## src/rtl/tqvp_hx2003_pulse_receiver.sv

```systemverilog
// TinyQV pulse-train receiver: measures each pulse on ui_in[RX_PIN] and packs 2-bit symbols.
// Optional glitch filter enabled by defining PULSE_RX_GLITCH_FILTER_EN.
module tqvp_hx2003_pulse_receiver #(
    parameter int unsigned NUM_DATA_REG = 4,
    parameter int unsigned RX_PIN       = 3,
    parameter int unsigned FILT_LEN     = 3
) (
    input  logic        clk,
    input  logic        rst_n,
    input  logic [7:0]  ui_in,
    output logic [7:0]  uo_out,
    input  logic [5:0]  address,
    input  logic [31:0] data_in,
    input  logic [1:0]  data_write_n,
    input  logic [1:0]  data_read_n,
    output logic [31:0] data_out,
    output logic        data_ready,
    output logic        user_interrupt
);

    localparam logic [7:0] Capacity = 8'(16 * NUM_DATA_REG);

    typedef enum logic [1:0] {StIdle, StArmed, StMeasure, StDone} state_t;

    state_t      state_q, state_d;
    logic [7:0]  cfg_q;
    logic [23:0] thr_q;
    logic        line_d_q;
    logic [15:0] pcnt_q, pcnt_d;
    logic [7:0]  dur_q, dur_d;
    logic [7:0]  count_q, count_d;
    logic        done_q, done_d, full_q, full_d;
    logic [31:0] mem_q [NUM_DATA_REG];
    logic [31:0] mem_d [NUM_DATA_REG];

    logic        enable, invert, idle_level, irq_en;
    logic [3:0]  prescaler;
    logic        raw, line, edge_det, tick, busy;
    logic [15:0] pmask, pbase;
    logic [7:0]  dur_base, thr_sel;
    logic [1:0]  sym;
    logic        wr, cfg_wr, thr_wr, stat_clr;

    assign enable     = cfg_q[0];
    assign invert     = cfg_q[1];
    assign idle_level = cfg_q[2];
    assign irq_en     = cfg_q[3];
    assign prescaler  = cfg_q[7:4];

    assign raw = ui_in[RX_PIN] ^ invert;

`ifdef PULSE_RX_GLITCH_FILTER_EN
    logic       filt_q;
    logic [7:0] fcnt_q;

    // Line only follows raw after FILT_LEN consecutive differing samples.
    always_ff @(posedge clk) begin
        if (!rst_n) begin
            filt_q <= 1'b0;
            fcnt_q <= '0;
        end else if (raw == filt_q) begin
            fcnt_q <= '0;
        end else if (fcnt_q == 8'(FILT_LEN - 1)) begin
            filt_q <= raw;
            fcnt_q <= '0;
        end else begin
            fcnt_q <= fcnt_q + 8'd1;
        end
    end
    assign line = filt_q;
`else
    assign line = raw;
`endif

    assign edge_det = line != line_d_q;
    assign busy     = state_q == StMeasure;

    // The edge cycle itself is the first prescaled cycle of the new pulse.
    assign pmask    = (16'd1 << prescaler) - 16'd1;
    assign pbase    = edge_det ? 16'd0 : pcnt_q;
    assign tick     = pbase == pmask;
    assign dur_base = edge_det ? 8'd0 : dur_q;
    assign thr_sel  = line_d_q ? thr_q[15:8] : thr_q[7:0];
    assign sym      = {line_d_q, dur_q > thr_sel};

    assign wr       = (data_write_n == 2'b10) && !address[5];
    assign cfg_wr   = wr && (address[3:2] == 2'd0);
    assign thr_wr   = wr && (address[3:2] == 2'd1);
    assign stat_clr = wr && (address[3:2] == 2'd2) && data_in[0];

    always_comb begin
        state_d = state_q;
        pcnt_d  = pcnt_q;
        dur_d   = dur_q;
        count_d = count_q;
        done_d  = done_q;
        full_d  = full_q;
        mem_d   = mem_q;

        if (state_q != StIdle) begin
            pcnt_d = tick ? 16'd0 : pbase + 16'd1;
            dur_d  = (tick && dur_base != 8'hFF) ? dur_base + 8'd1 : dur_base;
        end

        if (stat_clr) begin
            done_d  = 1'b0;
            full_d  = 1'b0;
            count_d = '0;
            if (state_q != StIdle) state_d = StArmed;
        end

        unique case (state_q)
            StIdle: begin
                if (enable) begin
                    count_d = '0;
                    done_d  = 1'b0;
                    full_d  = 1'b0;
                    for (int unsigned i = 0; i < NUM_DATA_REG; i++) mem_d[i] = '0;
                    state_d = StArmed;
                end
            end
            StArmed: begin
                if (line != idle_level) state_d = StMeasure;
            end
            StMeasure: begin
                if (edge_det) begin
                    for (int unsigned i = 0; i < NUM_DATA_REG; i++) begin
                        if (count_q[6:4] == 3'(i)) mem_d[i][{count_q[3:0], 1'b0} +: 2] = sym;
                    end
                    count_d = count_q + 8'd1;
                    if (count_q + 8'd1 == Capacity) begin
                        full_d  = 1'b1;
                        done_d  = 1'b1;
                        state_d = StDone;
                    end
                end else if (line == idle_level && thr_q[23:16] != 8'd0 &&
                             dur_q == thr_q[23:16]) begin
                    done_d  = 1'b1;
                    state_d = StDone;
                end
            end
            StDone: ;
            default: state_d = StIdle;
        endcase

        if (!enable) state_d = StIdle;
    end

    always_ff @(posedge clk) begin
        if (!rst_n) begin
            state_q  <= StIdle;
            cfg_q    <= '0;
            thr_q    <= '0;
            line_d_q <= 1'b0;
            pcnt_q   <= '0;
            dur_q    <= '0;
            count_q  <= '0;
            done_q   <= 1'b0;
            full_q   <= 1'b0;
            for (int unsigned i = 0; i < NUM_DATA_REG; i++) mem_q[i] <= '0;
        end else begin
            state_q  <= state_d;
            line_d_q <= line;
            pcnt_q   <= pcnt_d;
            dur_q    <= dur_d;
            count_q  <= count_d;
            done_q   <= done_d;
            full_q   <= full_d;
            mem_q    <= mem_d;
            if (cfg_wr) cfg_q <= data_in[7:0];
            if (thr_wr) thr_q <= data_in[23:0];
        end
    end

    always_comb begin
        data_out = '0;
        if (address[5]) begin
            for (int unsigned i = 0; i < NUM_DATA_REG; i++) begin
                if (address[4:2] == 3'(i)) data_out = mem_q[i];
            end
        end else begin
            case (address[3:2])
                2'd0:    data_out = {24'd0, cfg_q};
                2'd1:    data_out = {8'd0, thr_q};
                2'd2:    data_out = {17'd0, count_q[6:0], 5'd0, full_q, done_q, busy};
                default: data_out = '0;
            endcase
        end
    end

    assign uo_out         = {5'd0, line, busy, 1'b0};
    assign data_ready     = 1'b1;
    assign user_interrupt = done_q & irq_en;

    logic unused_sig;
    assign unused_sig = ^{data_read_n, data_in[31:24], address[1:0], ui_in, 32'(FILT_LEN)};

endmodule

```

## config.mk

```make
export PLATFORM = sky130hd
export DESIGN_NAME = tqvp_hx2003_pulse_receiver
export DESIGN_NICKNAME = d
export VERILOG_FILES = /design/src/rtl/tqvp_hx2003_pulse_receiver.sv
export SDC_FILE = /design/constraint.sdc
export NUM_CORES = 1
export LEC_CHECK = 0
export BUFFER_PORTS_ARGS = -buffer_cell sky130_fd_sc_hd__buf_4
export CAP_MARGIN = 20
export CORE_MARGIN = 1.5
export CORE_UTILIZATION = 55
export CTS_BUF_LIST = sky130_fd_sc_hd__clkbuf_4 sky130_fd_sc_hd__clkbuf_8
export DETAILED_ROUTE_END_ITERATION = 8
export PLACE_DENSITY = 0.76
export SLEW_MARGIN = 20
export SYNTH_ARGS = -nofsm -noshare
export SYNTH_HDL_FRONTEND = slang
export SYNTH_SLANG_ARGS = --single-unit
```

## constraint.sdc

```tcl
create_clock -name clk -period 9.7 [get_ports clk]
set_input_delay 1.455 -clock clk [delete_from_list [all_inputs] [get_ports clk]]
set_output_delay 1.455 -clock clk [all_outputs]
set_load 0.005 [all_outputs]
```

-- After elaboration in Yosys (flattened, before gate mapping)
Cells that the tools add are included.
- bits in read-only memories: 0
- logic and storage cells: 113
- output and inout bits: 42
- memories kept: 0
- memory bits (writable): 0
- latch bits: 0
- register bits: 197
- bits of input ports: 52
- add/subtract/negate cells: 5
- shift-type cells: 3
- $lt $le $gt $ge: 1
- multipliers: 0
- multiplexer cells: 44
- divide/modulo/power cells: 0
- bitwise operators: 2
- reduce and logical (&&, ||, !) cells: 21
- equal/unequal tests: 24
- operator list (operator ; number):
    $mux W32 ; 9
    $mux W128 ; 2
    $pmux W128 S2 ; 1
    $bwmux W32 ; 4
    $pmux W24 S3 ; 1
    $mux W8 ; 6
    $mux W16 ; 2
    $shift A2 B7 Y32 const A ; 1
    $shiftx A2 B7 Y32 ; 1
    $add A16 B1 Y16 const B ; 1
    $add A8 B1 Y8 const B ; 2
    $eq A16 B16 Y1 ; 1
    $pmux W8 S2 ; 1
    $reduce_and A4 Y1 ; 4
    $shl A1 B4 Y16 const A ; 1
    $sub A16 B1 Y16 const B ; 1
    $eq A3 B2 Y1 const B ; 4
    $mux W2 ; 6
    $mux W1 ; 9
    $eq A8 B7 Y1 const B ; 1
    $eq A8 B8 Y1 ; 1
    $gt A8 B8 Y1 ; 1
    $logic_and A1 B1 Y1 ; 8
    $ne A2 B1 Y1 const B ; 4
    other kinds (18) ; 28

-- Longest topological paths before layout
- word-level depth: 8
- gate-level depth with buffers: 16
- depth with buffers taken out: 11

-- Least setup slack after synthesis
Ideal clock, no wire load.
- path kind: input to output
- start: in address[2]
- end: out data_out[2]
- path buffers: 4
- stages: 7
- arrival: 3.017 ns
- required time: 8.245 ns
- setup slack: 5.228 ns
- path through: clkbuf_1 > nor2b_1 > clkbuf_1 > clkbuf_1 > buf_1 > a21oi_1 > o22ai_1
- longest elaborated chain between the ends: 6
- elaborated cells between the ends (all ways): 13
- classes of those cells: eq/ne: 5; mux: 6; reduce/logical: 2
- RTL lines (item ; line ; source):
    start, declared ; 12 ; input logic [5:0] address,
    $logic_not A3 Y1 ; 179 ; if (address[4:2] == 3'(i)) data_out = mem_q[i];
    $mux W32 (4 in a row) ; 179 ;
    $mux W32 (*) ; 177 ; if (address[5]) begin
    end, declared ; 16 ; output logic [31:0] data_out,
Every way passes the cells marked *; elsewhere a longest branch is shown, timed or not.

-- Worst setup path in the final report
- start: in address[2]
- end: out data_out[22]
Same word-level chain as after synthesis.

==> impl_metrics.tcl <==
set metrics [dict create \
    timing.rr.start "cfg_q[7]" \
    crit_chain "buf_4 > nor2b_4 > buf_4 > a21oi_1 > o21ai_0 > nand2_1 > o21ai_0 > buf_4" \
    post-route-period-util 0.554 \
    cp-endpoint "data_out[22]" \
    postRouteAntennaNets 0 \
    place_hpwl_um 21600 \
    grt_setup_unrepaired "false" \
    cp_top_family "buffers and inverters" \
    dp_slack_ns 4.46 \
    cts_setup_buffers 0 \
    regToRegSetupSlack_ns 5.71 \
    coreArea_um2 18900 \
    p_int_w 0.00106 \
    syn_area_um2 10700 \
    worstPathArrival_ns 3.92 \
    wl_um 32400 \
    min_path_type "register to register" \
    area_delta_synth_final_pct 7.71 \
    synth_compound_area_frac 0.228 \
    power_frac_seq 0.559 \
    synth.distinct_cells 78 \
    worst_pin_slew_ns 1.08 \
    grt-ovfl-total 0 \
    clk_pin_slew_ns 0.10 \
    path_buf_inv 3 \
    cp-start-kind "input port" \
    first_global_vias 9610 \
    cts_buffer_depth 2 \
    cts_root_buf "clkbuf_8" \
    startpoint "address[2]" \
    slew_headroom 0.278 \
    setup_viol 0 \
    synthXorXnorAreaFrac 0.0167 \
    num_io_pins 94 \
    synth_edf_count 0 \
    grt_pass1_wl_um 51000 \
    synth_flop_cell "dfxtp_1" \
    setup_ws_ns 4.32 \
    worstSetupPathType "input port to output port" \
    max_stage_delay_ns 0.57 \
    status "complete, no violations" \
    maxCapViolations 0 \
    finClkSkew_ns 0.0180 \
    io_buffer_count 67 \
    synthMuxAreaShare 0.0585 \
    rr_worst_depth 10 \
    numCtsBuffers 17 \
    viasPerCell 6.26 \
    rows 50 \
    synthCells 1437 \
    ys_seq_elements 197 \
    grtUsageTotal 0.321 \
    fp.dieH_um 143 \
    syn_area_per_cell_um2 7.46 \
    fill_cells 1780 \
    cp_slowest_cell "o21ai_0" \
    antenna_cells 0 \
    maxSlewViolCount 0 \
    worstPathRequired_ns 8.25 \
    cts_tree "yes" \
    synth_top_family_by_area "simple AND/OR/NAND/NOR gates" \
    antenna_found_initial 0 \
    gp_congestion 0.907 \
    path_depth 8 \
    switching_share 0.272 \
    wire_per_inst_um 19.1 \
    reg2reg_to "dur_q[2]" \
    via_count 10600 \
    drtPass1Iterations 7 \
    die_area_um2 20300 \
    cts.sinks 197 \
    drcViolationCount 0 \
    holdPathStages 2 \
    path_max_fanout 29 \
    die_w_um 143 \
    ctsResizeCount 0 \
    final_util 0.611 \
    nets 1490 \
    peakVddDrop_mv 0.0934 \
    end_kind "output port" \
    synthSimpleGateAreaFrac 0.258 \
    clock_latency_ns 0.49 \
    p_sw_w 0.000395 \
    start_util 0.567 \
    synth-async-reset-ratio 0 \
    drt-initial-drc-count 1050 \
    hold_viol_final 0 \
    max_freq_mhz 186 \
    tns_ns 0 \
    grt_max_degree 77 \
    drive_gt1_frac 0.0941 \
    fin_crit_ns 5.38 \
    power_density_nw_per_um2 126 \
    yosysWarnings 0 \
    crit_top_cell "buf_4" \
    holdBufCountCts 0 \
    clkPwrFrac 0.358 \
    yosys.area_share.adder 0.0175 \
    p_comb_frac 0.083 \
    p_leak_nw 4.03 \
    htreeDepth 4 \
    ys_seq_area_frac 0.368 \
]
[routing by layer]
metal / part of all wire / vias up / track usage / wire (um)
li1: - / 5046 / - / -
met1: 0.42 / 4943 / 0.438 / 13700
met2: 0.45 / 541 / 0.502 / 14400
met3: 0.10 / 84 / 0.0634 / 3270
met4: 0.030 / 0 / 0.123 / 982
met5: 0 / - / 0 / 0
[worst min-delay path by stage]
stage          startpoint   endpoint  slack [ns]
2_1_floorplan   mem_q[98]  mem_q[98]        0.44
3_3_place_gp    mem_q[46]  mem_q[46]        0.45
3_5_place_dp     mem_q[6]   mem_q[6]        0.46
4_1_cts          thr_q[0]   thr_q[0]        0.48
5_1_grt          thr_q[0]   thr_q[0]        0.49
6_report        mem_q[26]  mem_q[26]        0.48
[state kept, by name (all words and copies together) (netlist names)]
signal / flops
cfg_q: 8
count_q: 8
done_q: 1
dur_q: 8
full_q: 1
line_d_q: 1
mem_q: 128
pcnt_q: 16
state_q: 2
thr_q: 24
[metrics by stage]
stage / hold WS (ns) / instance area, um2 / power [W] / cells
after floorplan: 0.436 / 10700 / 0.000915 / 1442
after global placement: 0.451 / 11200 / 0.000948 / 1663
after detailed placement: 0.461 / 11200 / 0.000950 / 1664
after CTS: 0.476 / 11500 / 0.00146 / 1695
after global routing: 0.492 / 11500 / 0.00150 / 1695
final: 0.477 / 11500 / 0.00145 / 1695
[layout make-up]
class,count,area (um2),share of cell area
multi-input combinational,1111,6240,0.540
sequential,197,3940,0.341
timing repair buffer,82,613,0.0531
tap,260,325,0.0282
clock buffer,18,248,0.0215
clock inverter,13,124,0.0107
inverter,14,55.1,0.00477
[worst min-delay path, delay by kind of cell (launching register included)]
family          cells  cell delay, ns
flops               1            0.32
compound gates      1            0.06
simple gates        1            0.05
[layout by cell type (no fill, tap or decap), types with 7 or more instances in the layout]
cell and n:
nand4_1 22, o22ai_1 8, dfxtp_1 197, a31oi_1 15, a21oi_1 122, and2_1 21, nor2_1 156, buf_4 81
ha_1 15, mux2i_1 48, nor3_1 26, and3_1 14, clkbuf_8 18, nand2_1 244, or3_1 11, a221oi_1 7
a22oi_1 61, nand2b_1 16, conb_1 7, nor2b_1 15, nand3_1 60, inv_1 13, xor2_1 9, o21ai_0 130
[synth_stat cells (3+ instances only)]
cell,instances,share of area
mux4_2,5,0.011
nor3b_1,4,0.0028
mux2i_1,48,0.045
a31oi_1,15,0.0088
o311a_1,3,0.0028
a41oi_1,3,0.0025
a22o_1,3,0.0025
a21o_1,3,0.0021
clkbuf_1,86,0.030
and3_1,14,0.0082
and2_1,20,0.012
o21ai_0,130,0.061
a22oi_1,61,0.043
a21oi_1,122,0.057
o21a_1,4,0.0028
a221oi_1,7,0.0057
buf_4,10,0.0070
nand3_1,60,0.028
or3_1,11,0.0064
nor4_1,6,0.0035
nor2b_1,16,0.0093
nand4_1,22,0.013
nand2b_1,16,0.0093
nand2_1,244,0.085
o211ai_1,4,0.0028
ha_1,15,0.018
buf_1,13,0.0046
or2_2,5,0.0029
xnor2_1,6,0.0049
inv_1,14,0.0049
nor2_1,157,0.055
o32ai_1,3,0.0025
buf_2,9,0.0042
o21ai_1,5,0.0023
nor3_1,26,0.012
dfxtp_1,197,0.37
o22ai_1,8,0.0047
xor2_1,9,0.0074
a211oi_1,4,0.0028
o221ai_1,3,0.0025
[power by group through the flow]
stage	Clock [W]	Combinational, W	Sequential (W)
after floorplan	0	0.0000842	0.000830
after global placement	0	0.000116	0.000832
after detailed placement	0	0.000118	0.000832
after CTS	0.000525	0.000118	0.000813
after global routing	0.000559	0.000128	0.000814
final	0.000520	0.000121	0.000813
[cell families (layout without fill, tap and decap cells)]
family                   Yosys count  after routing
AO/OA/AOI/OAI                    403            403
adder cells (fa/ha/maj)           15             15
multiplexers                      56             56
flip-flops                       197            197
buffers and inverters            134            127
AND/OR/NAND/NOR                  613            613
XOR/XNOR                          17             17
other                              2              7
Power figures use the tool's default switching activity.
